==> config.mk <==
export PLATFORM = sky130hd
export DESIGN_NAME = mips_writeback_stage
export DESIGN_NICKNAME = d
export VERILOG_FILES = /design/src/rtl/mips_writeback_stage.sv
export SDC_FILE = /design/constraint.sdc
export NUM_CORES = 1
export LEC_CHECK = 0
export CAP_MARGIN = 20
export CORE_MARGIN = 2
export CORE_UTILIZATION = 45
export DETAILED_ROUTE_END_ITERATION = 8
export PLACE_DENSITY = 0.81
export SKIP_LAST_GASP = 1
export SLEW_MARGIN = 25
export SYNTH_ARGS = -nofsm -noshare
export SYNTH_HDL_FRONTEND = slang
export SYNTH_SLANG_ARGS = --single-unit
==> constraint.sdc <==
create_clock -name clk -period 2.5 [get_ports clk]
set_clock_uncertainty 0.15 [all_clocks]
set_input_delay 0.25 -clock clk [delete_from_list [all_inputs] [get_ports clk]]
set_output_delay 0.25 -clock clk [all_outputs]
set_load 0.01 [all_outputs]
==> src/rtl/mips_writeback_stage.sv <==
// MEM/WB writeback stage for the MIPS pipeline.
// Aligns sub-word load data (big-endian), picks the register-file write
// value from ALU / load / link sources, registers the result bundle with
// stall and flush control, and counts retired instructions.
module mips_writeback_stage #(
  parameter int DATA_WIDTH     = 32,
  parameter int REG_ADDR_WIDTH = 5,
  parameter int LINK_OFFSET    = 8,
  parameter int CNT_WIDTH      = 32
) (
  input  logic                      clk,
  input  logic                      rstn,
  input  logic                      iValid,
  input  logic                      iStall,
  input  logic                      iFlush,
  input  logic                      iSig_regfile_write,
  input  logic                      iSig_MemtoReg,
  input  logic                      iSig_Link,
  input  logic [1:0]                iLoadSize,
  input  logic                      iLoadUnsigned,
  input  logic [REG_ADDR_WIDTH-1:0] iDest_reg,
  input  logic [DATA_WIDTH-1:0]     iPC,
  input  logic [DATA_WIDTH-1:0]     iread_from_ram,
  input  logic [DATA_WIDTH-1:0]     ialu_result,
  output logic                      oValid,
  output logic                      oRegWrite,
  output logic [REG_ADDR_WIDTH-1:0] oWriteReg,
  output logic [DATA_WIDTH-1:0]     odata2write2regfile,
  output logic [CNT_WIDTH-1:0]      oRetired
);

  // Number of address bits that select a byte inside one read word.
  localparam int LANE_BITS = $clog2(DATA_WIDTH / 8);

  logic [LANE_BITS-1:0]      byte_off;
  logic [LANE_BITS-1:0]      half_off;
  logic [7:0]                lane_shamt;
  logic [7:0]                drop_bits;
  logic [DATA_WIDTH-1:0]     shifted;
  logic [DATA_WIDTH-1:0]     field;
  logic [DATA_WIDTH-1:0]     field_mask;
  logic [DATA_WIDTH-1:0]     load_data;
  logic [DATA_WIDTH-1:0]     link_value;
  logic [DATA_WIDTH-1:0]     write_data;

  logic                      valid_q;
  logic                      regfile_write_q;
  logic [REG_ADDR_WIDTH-1:0] dest_q;
  logic [DATA_WIDTH-1:0]     data_q;
  logic [CNT_WIDTH-1:0]      retired_q;
  logic                      capture;

  // Byte offset 0 is the most significant byte; half loads ignore bit 0.
  assign byte_off   = ialu_result[LANE_BITS-1:0];
  assign half_off   = {byte_off[LANE_BITS-1:1], 1'b0};
  assign link_value = iPC + DATA_WIDTH'(LINK_OFFSET);
  assign capture    = !iFlush && !iStall;

  // Shift the addressed lane to the top of the word, then drop the bits
  // below it; the top bit of the shifted word is the field's sign bit.
  always_comb begin
    lane_shamt = 8'd0;
    drop_bits  = 8'd0;
    case (iLoadSize)
      2'b00: begin
        lane_shamt = 8'({byte_off, 3'b000});
        drop_bits  = 8'(DATA_WIDTH - 8);
      end
      2'b01: begin
        lane_shamt = 8'({half_off, 3'b000});
        drop_bits  = 8'(DATA_WIDTH - 16);
      end
      2'b10: begin
        if (DATA_WIDTH == 64) begin
          lane_shamt = 8'({ialu_result[2], 5'b00000});
        end
        drop_bits = 8'(DATA_WIDTH - 32);
      end
      default: begin
        lane_shamt = 8'd0;
        drop_bits  = 8'd0;
      end
    endcase
    shifted    = iread_from_ram << lane_shamt;
    field      = shifted >> drop_bits;
    field_mask = {DATA_WIDTH{1'b1}} >> drop_bits;
    if (iLoadUnsigned || !shifted[DATA_WIDTH-1]) begin
      load_data = field;
    end else begin
      load_data = field | ~field_mask;
    end
  end

  // Link beats load data, which beats the ALU result.
  always_comb begin
    write_data = ialu_result;
    if (iSig_Link) begin
      write_data = link_value;
    end else if (iSig_MemtoReg) begin
      write_data = load_data;
    end
  end

  // Stage valid bit: flush squashes, stall holds, otherwise follow iValid.
  always_ff @(posedge clk or negedge rstn) begin
    if (!rstn) begin
      valid_q <= 1'b0;
    end else if (iFlush) begin
      valid_q <= 1'b0;
    end else if (!iStall) begin
      valid_q <= iValid;
    end
  end

  // Payload fields are only loaded on a normal capture and held otherwise.
  always_ff @(posedge clk or negedge rstn) begin
    if (!rstn) begin
      regfile_write_q <= 1'b0;
      dest_q          <= '0;
      data_q          <= '0;
    end else if (capture) begin
      regfile_write_q <= iSig_regfile_write;
      dest_q          <= iDest_reg;
      data_q          <= write_data;
    end
  end

  // Retired-instruction counter, free-running wrap on overflow.
  always_ff @(posedge clk or negedge rstn) begin
    if (!rstn) begin
      retired_q <= '0;
    end else if (capture && iValid) begin
      retired_q <= retired_q + CNT_WIDTH'(1);
    end
  end

  assign oValid              = valid_q;
  assign oRegWrite           = valid_q && regfile_write_q && (dest_q != '0);
  assign oWriteReg           = dest_q;
  assign odata2write2regfile = data_q;
  assign oRetired            = retired_q;

endmodule

==> results of run 1 <==
routing by layer:
layer  part of all wire (%)  routed length, um  GRT usage, %  vias to the layer above
li1                       -                  -             -                     2348
met1                     41               6904         38.29                     2456
met2                     50               8437         50.86                      285
met5                      0                  0             0                        -
met3                    7.5               1260         4.559                       28
met4                    1.8                310         9.647                        0
final cells by class:
type                    count  area (um^2)
clock buffers              11        141.4
clock inverters             5        57.56
fillers                   854         3288
inverters                  13        48.80
multi-input cells         429         2804
flip-flops and latches     71         1777
well taps                 136        170.2
repair buffers            206         2037
flip-flops by register name, summed over array words and instances, names as in the netlist:
name                 flops
oRetired                32
oValid                   1
oWriteReg                5
odata2write2regfile     32
regfile_write_q          1
power breakdown:
group / leakage [nW] / internal (mW) / switching (mW)
clock: 0.103 / 0.489 / 0.460
sequential: 0.912 / 1.28 / 0.123
combinational: 1.81 / 0.584 / 0.477
timing repair:
action                    CTS  global route
hold endpoints to repair   21             0
buffers inserted            0             0
hold buffers                1             0
stage by stage:
step                      hold slack (ns)  instance area (um^2)  worst slack, ns  utilization (%)  cells
after floorplan                   -0.1956                  4776           0.6857                -    543
after detailed placement           0.1105                  6827          0.09391            66.13    854
after global routing               0.2829                  7036           0.1389            68.15    871
after CTS                          0.2666                  7036           0.1748            68.15    871
final                              0.2659                  7036           0.1791            68.15    871
after global placement             0.1027                  6827           0.1404            66.13    854
logic make-up after synthesis:
logic type      Yosys count  share of synthesized area [%]
compound gates          144                          20.23
fa+ha+maj                 2                         0.5239
mux                       9                          3.563
xor+xnor                 58                          10.64
buf+inv                  43                          4.087
flops                    71                          37.20
simple gates            216                          23.76
worst max-delay path, cell delays in order, from the launching register on:
cell and delay (ns):
dfrtp_1 0.41, or3_1 0.38, o311a_1 0.29, clkdlybuf4s50_1 0.48
synthesized netlist by cell type, types with 5 or more instances:
master	count	area share (%)
nand2_1	69	5.4
clkbuf_1	21	1.7
nand3_1	22	2.3
o21ai_0	28	2.9
nor3_1	12	1.3
o221ai_1	5	0.92
dfrtp_1	71	37
xnor2_1	31	5.7
nor2_1	43	3.4
xor2_1	27	5.0
o22ai_1	7	0.92
o21ai_1	5	0.52
o211ai_1	13	2.0
and4_1	5	0.92
or3_1	5	0.65
a22oi_1	14	2.2
a21oi_1	27	2.8
mux4_2	6	2.8
nand4_1	17	2.2
o31ai_1	8	1.3
a211oi_1	16	2.5
inv_1	12	0.94
and2_1	14	1.8
and3_1	7	0.92
worst min path at each step:
| stage | from | endpoint | slack [ns] | cells past startpoint |
|---|---|---|---|---|
| finish | rstn | oRetired[13] | 0.27 | 2 |
| global route | iDest_reg[3] | oWriteReg[3] | 0.28 | 3 |
| CTS | iDest_reg[3] | oWriteReg[3] | 0.27 | 3 |
| detailed placement | rstn | oRetired[13] | 0.11 | 1 |
| global placement | rstn | oRetired[15] | 0.10 | 1 |
| floorplan | rstn | oRetired[0] | -0.20 | 0 |
==> impl_metrics.prom, run 1 <==
# TYPE chip_impl_metric gauge
chip_impl_info{name="outcome",value="finished clean"} 1
chip_impl_metric{name="synth_enable_flop_cells",unit=""} 0
chip_impl_metric{name="place.gp.congestion",unit=""} 0.9858
chip_impl_metric{name="grt_pass1_wl",unit="mm"} 26.59
chip_impl_metric{name="grt_remaining_overflow",unit=""} 0
chip_impl_metric{name="path_clk_slew",unit="ns"} 0.09
chip_impl_metric{name="power_leakage",unit="nW"} 2.828
chip_impl_metric{name="clock_path_buffers",unit=""} 2
chip_impl_info{name="tritoncts",value="done"} 1
chip_impl_metric{name="finalSetupTns",unit="ns"} 0
chip_impl_info{name="crit_path_end",value="oRegWrite"} 1
chip_impl_metric{name="number_of_global_route_vias_before_repair",unit=""} 5068
chip_impl_metric{name="worstPathArrival",unit="ns"} 1.92
chip_impl_info{name="startpoint_type",value="flip-flop"} 1
chip_impl_metric{name="worstMarginPinSlew",unit="ns"} 0.7467
chip_impl_metric{name="finalSetupViolations",unit=""} 0
chip_impl_info{name="crit_reg_reg_startpoint",value="oRetired[4]"} 1
chip_impl_metric{name="die-area",unit="um^2"} 11450
chip_impl_metric{name="ir_worst_vdd",unit="V"} 0.0003032
chip_impl_metric{name="ys_ff_latch",unit=""} 71
chip_impl_metric{name="hpwlAfterDp",unit="mm"} 13.37
chip_impl_metric{name="numPortBuffers",unit=""} 182
chip_impl_info{name="grt_setup_unrepaired",value="false"} 1
chip_impl_metric{name="area_delta_synth_final",unit="%"} 47.31
chip_impl_metric{name="die_y",unit="um"} 107.0
chip_impl_metric{name="coreArea",unit="um^2"} 10320
chip_impl_metric{name="synth_area",unit="um^2"} 4776
chip_impl_metric{name="starting_drt_drc_count",unit=""} 429
chip_impl_metric{name="final_period_minus_worst_setup_slack",unit="ns"} 2.321
chip_impl_metric{name="post_synth.cell_area_avg",unit="um^2"} 8.795
chip_impl_metric{name="cells_after_synthesis",unit=""} 543
chip_impl_metric{name="top_fanout_value_on_the_critical_path",unit=""} 3
chip_impl_metric{name="totalWireLength",unit="mm"} 16.91
chip_impl_metric{name="design.portCount",unit=""} 183
chip_impl_info{name="timing.hold.worst.class",value="input port to async pin"} 1
chip_impl_info{name="cp-startpoint",value="oWriteReg[1]"} 1
chip_impl_metric{name="routed_via_density",unit=""} 5.875
chip_impl_metric{name="synth_fp_nets",unit=""} 657
chip_impl_info{name="yosys_most_used_dff",value="dfrtp_1"} 1
chip_impl_metric{name="start_util",unit="%"} 46.26
chip_impl_metric{name="register_to_register_path_setup_slack",unit="ns"} 0.54
chip_impl_metric{name="rows",unit=""} 37
chip_impl_metric{name="post-route-drc-count",unit=""} 0
chip_impl_metric{name="grt_use_total",unit="%"} 29.68
chip_impl_metric{name="post_cts.resized_instances",unit=""} 0
chip_impl_metric{name="floorplan.die.width",unit="um"} 107.0
chip_impl_info{name="endpoint_kind",value="primary output"} 1
chip_impl_metric{name="drt_first_pass_iters",unit=""} 6
chip_impl_metric{name="power.density",unit="nW/um^2"} 485.2
chip_impl_metric{name="routed-via-count",unit=""} 5117
chip_impl_metric{name="drtAntennaViolNets",unit=""} 0
chip_impl_metric{name="drt-wirelength-per-cell",unit="um"} 19.42
chip_impl_metric{name="slew_headroom",unit="%"} 49.83
chip_impl_info{name="most-common-layout-cells",value="181 x clkdlybuf4s50_1, 71 x dfrtp_1, 69 x nand2_1, 43 x nor2_1, 31 x xnor2_1"} 1
chip_impl_metric{name="max-cap-violations",unit=""} 0
chip_impl_info{name="worst_r2r_endpoint",value="oRetired[31]"} 1
chip_impl_info{name="criticalPathCategory",value="flip-flop to primary output"} 1
chip_impl_metric{name="drive_above_1_share",unit="%"} 8.980
chip_impl_metric{name="max_clock_freq",unit="MHz"} 430.9
chip_impl_metric{name="seq_area_frac_synth",unit="%"} 37.20
chip_impl_metric{name="report.power.total",unit="mW"} 3.414
chip_impl_metric{name="final_period_util",unit="%"} 92.84
chip_impl_info{name="final_common_cell",value="clkdlybuf4s50_1"} 1
chip_impl_metric{name="yosysUniqueCellTypes",unit=""} 63
chip_impl_metric{name="h-tree-depth",unit=""} 3
chip_impl_info{name="clock_tree.root_cell",value="clkbuf_8"} 1
chip_impl_metric{name="finalHoldViolCount",unit=""} 0
chip_impl_metric{name="number_of_antenna_violations_at_the_first_check_in_global_routing",unit=""} 0
chip_impl_metric{name="pin_count_of_the_biggest_net_entering_global_routing",unit=""} 51
chip_impl_metric{name="nets",unit=""} 844
chip_impl_metric{name="diodes",unit=""} 0
chip_impl_metric{name="numClockSinks",unit=""} 71
chip_impl_metric{name="worst-endpoint-required",unit="ns"} 2.10
chip_impl_metric{name="cts-buffers-inserted",unit=""} 9
chip_impl_metric{name="timing_max_transition_violations_final",unit=""} 0
chip_impl_metric{name="yosysWarningCount",unit=""} 0
chip_impl_metric{name="number_of_cells_on_the_worst_reg_to_reg_path",unit=""} 5
chip_impl_metric{name="synth_async_sr_flop_share",unit="%"} 100.0
chip_impl_metric{name="worstSkewPairLatency",unit="ns"} 0.35
Power figures use the tool's default switching activity.
==> run 2: changes to the inputs <==
ABC_AREA = 1   (was default)
CORE_ASPECT_RATIO = 0.7   (was default)
CORE_UTILIZATION = 48   (was 45)
PLACE_DENSITY = 0.82   (was 0.81)
==> run 2 against run 1 <==
- sequential share of layout area fell by 3.2 points
- total power is 14% higher
- non-clock buffer count fell by 1
- die area is 11% higher
- critical path depth grew 6
- clock power is 37% higher
- wire length increased by 20%
- highest routed layer unchanged
- maximum frequency rose by 4.6%
- largest cell class unchanged
- synthesized cell count grew 72%
- first-iteration DRC count increased by 76%
- combinational power is 11% higher
- worst setup slack improved by 0.10 ns
==> impl_metrics.prom, run 2 <==
# TYPE chip_impl_metric gauge
chip_impl_info{name="outcome",value="finished clean"} 1
chip_impl_metric{name="synthAdderAreaFrac",unit="%"} 0.4395
chip_impl_metric{name="coreArea",unit="um^2"} 11640
chip_impl_metric{name="place.gp.congestion",unit=""} 0.9757
chip_impl_metric{name="slowest_delay",unit="ns"} 0.53
chip_impl_metric{name="cts-buffers-inserted",unit=""} 9
chip_impl_metric{name="synth_simple_gate_area_share",unit="%"} 46.03
chip_impl_metric{name="synth_area",unit="um^2"} 5694
chip_impl_metric{name="finalSetupViolations",unit=""} 0
chip_impl_info{name="endpoint_kind",value="flip-flop"} 1
chip_impl_metric{name="routed_via_density",unit=""} 5.292
chip_impl_metric{name="drt_first_pass_iters",unit=""} 5
chip_impl_info{name="crit_family",value="simple AND/OR/NAND/NOR gates"} 1
chip_impl_metric{name="synth_enable_flop_cells",unit=""} 0
chip_impl_metric{name="synth.area.mux_share",unit="%"} 0
chip_impl_metric{name="top_fanout_value_on_the_critical_path",unit=""} 6
chip_impl_info{name="worstPathCellList",value="clkdlybuf4s50_1 -> ha_1 -> nand2_1 -> nor2_1 -> nand2_1 -> nor2_1 -> xor2_1 -> a21oi_1 -> a21oi_1"} 1
chip_impl_metric{name="number_of_antenna_violations_at_the_first_check_in_global_routing",unit=""} 0
chip_impl_metric{name="ys_ff_latch",unit=""} 71
chip_impl_metric{name="critPathBufInv",unit=""} 1
chip_impl_metric{name="grt_use_total",unit="%"} 32.58
chip_impl_metric{name="starting_drt_drc_count",unit=""} 756
chip_impl_metric{name="synth_async_sr_flop_share",unit="%"} 100.0
chip_impl_metric{name="synth_fp_nets",unit=""} 1046
chip_impl_metric{name="design.portCount",unit=""} 183
chip_impl_metric{name="synth_top_area_share",unit="%"} 31.20
chip_impl_info{name="grt_setup_unrepaired",value="false"} 1
chip_impl_metric{name="area_delta_synth_final",unit="%"} 41.73
chip_impl_metric{name="drt-wirelength-per-cell",unit="um"} 15.99
chip_impl_metric{name="synth-compound-area-share",unit="%"} 8.284
chip_impl_info{name="synth_common_cells",value="326 x nand2_1, 117 x nor2_1, 102 x nand3_1, 82 x inv_1, 71 x dfrtp_1"} 1
chip_impl_metric{name="max_clock_freq",unit="MHz"} 450.9
chip_impl_metric{name="totalWireLength",unit="mm"} 20.34
chip_impl_metric{name="path_clk_slew",unit="ns"} 0.06
chip_impl_info{name="yosys_most_used_dff",value="dfrtp_1"} 1
chip_impl_metric{name="floorplan.die.width",unit="um"} 134.2
chip_impl_metric{name="routed-via-count",unit=""} 6732
chip_impl_metric{name="final_period_minus_worst_setup_slack",unit="ns"} 2.218
chip_impl_metric{name="timing_max_transition_violations_final",unit=""} 0
chip_impl_metric{name="clock_path_buffers",unit=""} 2
chip_impl_metric{name="yosysUniqueCellTypes",unit=""} 30
chip_impl_metric{name="postLayoutCoreUtil",unit="%"} 69.31
chip_impl_metric{name="h-tree-depth",unit=""} 3
chip_impl_info{name="synth_top_family_by_area",value="simple AND/OR/NAND/NOR gates"} 1
chip_impl_metric{name="worstMarginPinSlew",unit="ns"} 0.4822
chip_impl_metric{name="power_leakage",unit="nW"} 3.912
chip_impl_metric{name="pin_count_of_the_biggest_net_entering_global_routing",unit=""} 72
chip_impl_metric{name="grt_pass1_wl",unit="mm"} 32.41
chip_impl_metric{name="finalHoldViolCount",unit=""} 0
chip_impl_metric{name="post_cts.resized_instances",unit=""} 0
chip_impl_metric{name="slew_headroom",unit="%"} 67.60
chip_impl_metric{name="worstSkewPairLatency",unit="ns"} 0.34
chip_impl_metric{name="power.density",unit="nW/um^2"} 481.4
chip_impl_metric{name="die_y",unit="um"} 95.13
chip_impl_info{name="synth_top_cell_by_area",value="dfrtp_1"} 1
chip_impl_info{name="timing.hold.worst.class",value="input port to async pin"} 1
chip_impl_metric{name="post-route-drc-count",unit=""} 0
chip_impl_metric{name="max-cap-violations",unit=""} 0
chip_impl_metric{name="seq_area_frac_synth",unit="%"} 31.20
chip_impl_metric{name="cells_after_synthesis",unit=""} 932
chip_impl_info{name="most-common-layout-cells",value="326 x nand2_1, 181 x clkdlybuf4s50_1, 117 x nor2_1, 102 x nand3_1, 82 x inv_1"} 1
chip_impl_metric{name="ir_worst_vdd",unit="V"} 0.0004485
chip_impl_metric{name="number_of_global_route_vias_before_repair",unit=""} 6066
chip_impl_info{name="final_common_cell",value="nand2_1"} 1
chip_impl_metric{name="setup_slack_after_layout",unit="ns"} 0.2821
chip_impl_metric{name="start_util",unit="%"} 48.90
chip_impl_metric{name="numClockSinks",unit=""} 71
chip_impl_info{name="worst_path_max_delay_cell",value="clkdlybuf4s50_1"} 1
chip_impl_metric{name="rows",unit=""} 33
chip_impl_metric{name="worstPathArrival",unit="ns"} 2.33
chip_impl_metric{name="drtAntennaViolNets",unit=""} 0
chip_impl_metric{name="die-area",unit="um^2"} 12760
chip_impl_info{name="yosysMostFrequentCell",value="nand2_1"} 1
chip_impl_metric{name="worst-endpoint-required",unit="ns"} 2.61
chip_impl_info{name="criticalPathCategory",value="input port to flip-flop"} 1
chip_impl_metric{name="numPortBuffers",unit=""} 182
chip_impl_info{name="clock_tree.root_cell",value="clkbuf_16"} 1
chip_impl_metric{name="synth_xor_area_share",unit="%"} 5.537
chip_impl_metric{name="hpwlAfterDp",unit="mm"} 16.09
chip_impl_metric{name="post_synth.cell_area_avg",unit="um^2"} 6.110
chip_impl_metric{name="diodes",unit=""} 0
chip_impl_metric{name="drive_above_1_share",unit="%"} 5.381
chip_impl_info{name="tritoncts",value="done"} 1
chip_impl_metric{name="nets",unit=""} 1224
chip_impl_metric{name="final.fill_count",unit=""} 1053
chip_impl_metric{name="dp_slack",unit="ns"} -0.004699
chip_impl_metric{name="grt_remaining_overflow",unit=""} 0
chip_impl_metric{name="yosysWarningCount",unit=""} 0
chip_impl_metric{name="final_period_util",unit="%"} 88.72
chip_impl_info{name="startpoint_type",value="input port"} 1
chip_impl_info{name="post_synth_main_area_contributors",value="dfrtp_1 31%, nand2_1 21%, nand3_1 9.0%"} 1
[run 2: report_power, final]
part / leakage [nW] / internal [mW] / switching (mW)
sequential: 0.872 / 1.28 / 0.125
combinational: 2.89 / 0.590 / 0.589
clock: 0.145 / 0.707 / 0.592
[run 2: worst min-delay path, cell delays in order]
cell	delay, ns
dlygate4sd3_1	0.53
buf_4	0.11
buf_12	0.30
[run 2: kinds of logic (layout without fill, tap and decap cells)]
| family | count (synthesis) | after routing |
|---|---|---|
| compound gates | 91 | 91 |
| simple gates | 609 | 609 |
| fa+ha+maj | 2 | 2 |
| xor+xnor | 36 | 36 |
| flops | 71 | 71 |
| buf+inv | 123 | 306 |
[run 2: layout make-up]
type,instances,area [um^2],share of cell area (%)
clock buffers,9,225.2,2.791
clock inverters,7,75.07,0.9302
inverters,85,319.1,3.953
multi-input cells,738,3433,42.54
flip-flops and latches,71,1777,22.02
well taps,157,196.4,2.434
repair buffers,205,2044,25.33
[run 2: stage by stage]
stage	setup TNS, ns	area, um^2	total power [mW]	instances	hold WS (ns)
floorplan	0	5694	1.914	932	-0.1956
global placement	-0.04899	7760	2.586	1255	0.1447
detailed placement	-0.004699	7760	2.588	1255	0.1445
CTS	0	8070	3.889	1272	0.2979
global route	0	8070	4.074	1272	0.3073
finish	0	8070	3.885	1272	0.2970
[run 2: what timing repair did]
item,4_1_cts,5_1_grt
buffers inserted,0,0
hold buffers,1,0
endpoints found under the hold margin,71,0
[run 2: per-layer routing]
layer	up-vias	part of all wire, %	wire, um	global-route usage, %
met4	0	1.1	228	5.000
met3	21	12	2345	8.612
met2	359	40	8195	46.43
met5	-	0	0	0
met1	3037	47	9573	49.85
li1	3315	-	-	-
[run 2: final timing paths]
path / to / depth (start not counted) / startpoint / slack (ns)
setup reg to reg: oRetired[28] / 10 / oRetired[0] / 0.43
hold reg to reg: odata2write2regfile[1] / 2 / odata2write2regfile[1] / 0.33
max in group asynchronous: odata2write2regfile[6] / 3 / rstn / 1.55
min in group clk: regfile_write_q / 3 / iSig_regfile_write / 0.30
hold / removal: oRetired[19] / 3 / rstn / 0.30
setup / recovery: odata2write2regfile[19] / 9 / iPC[3] / 0.28
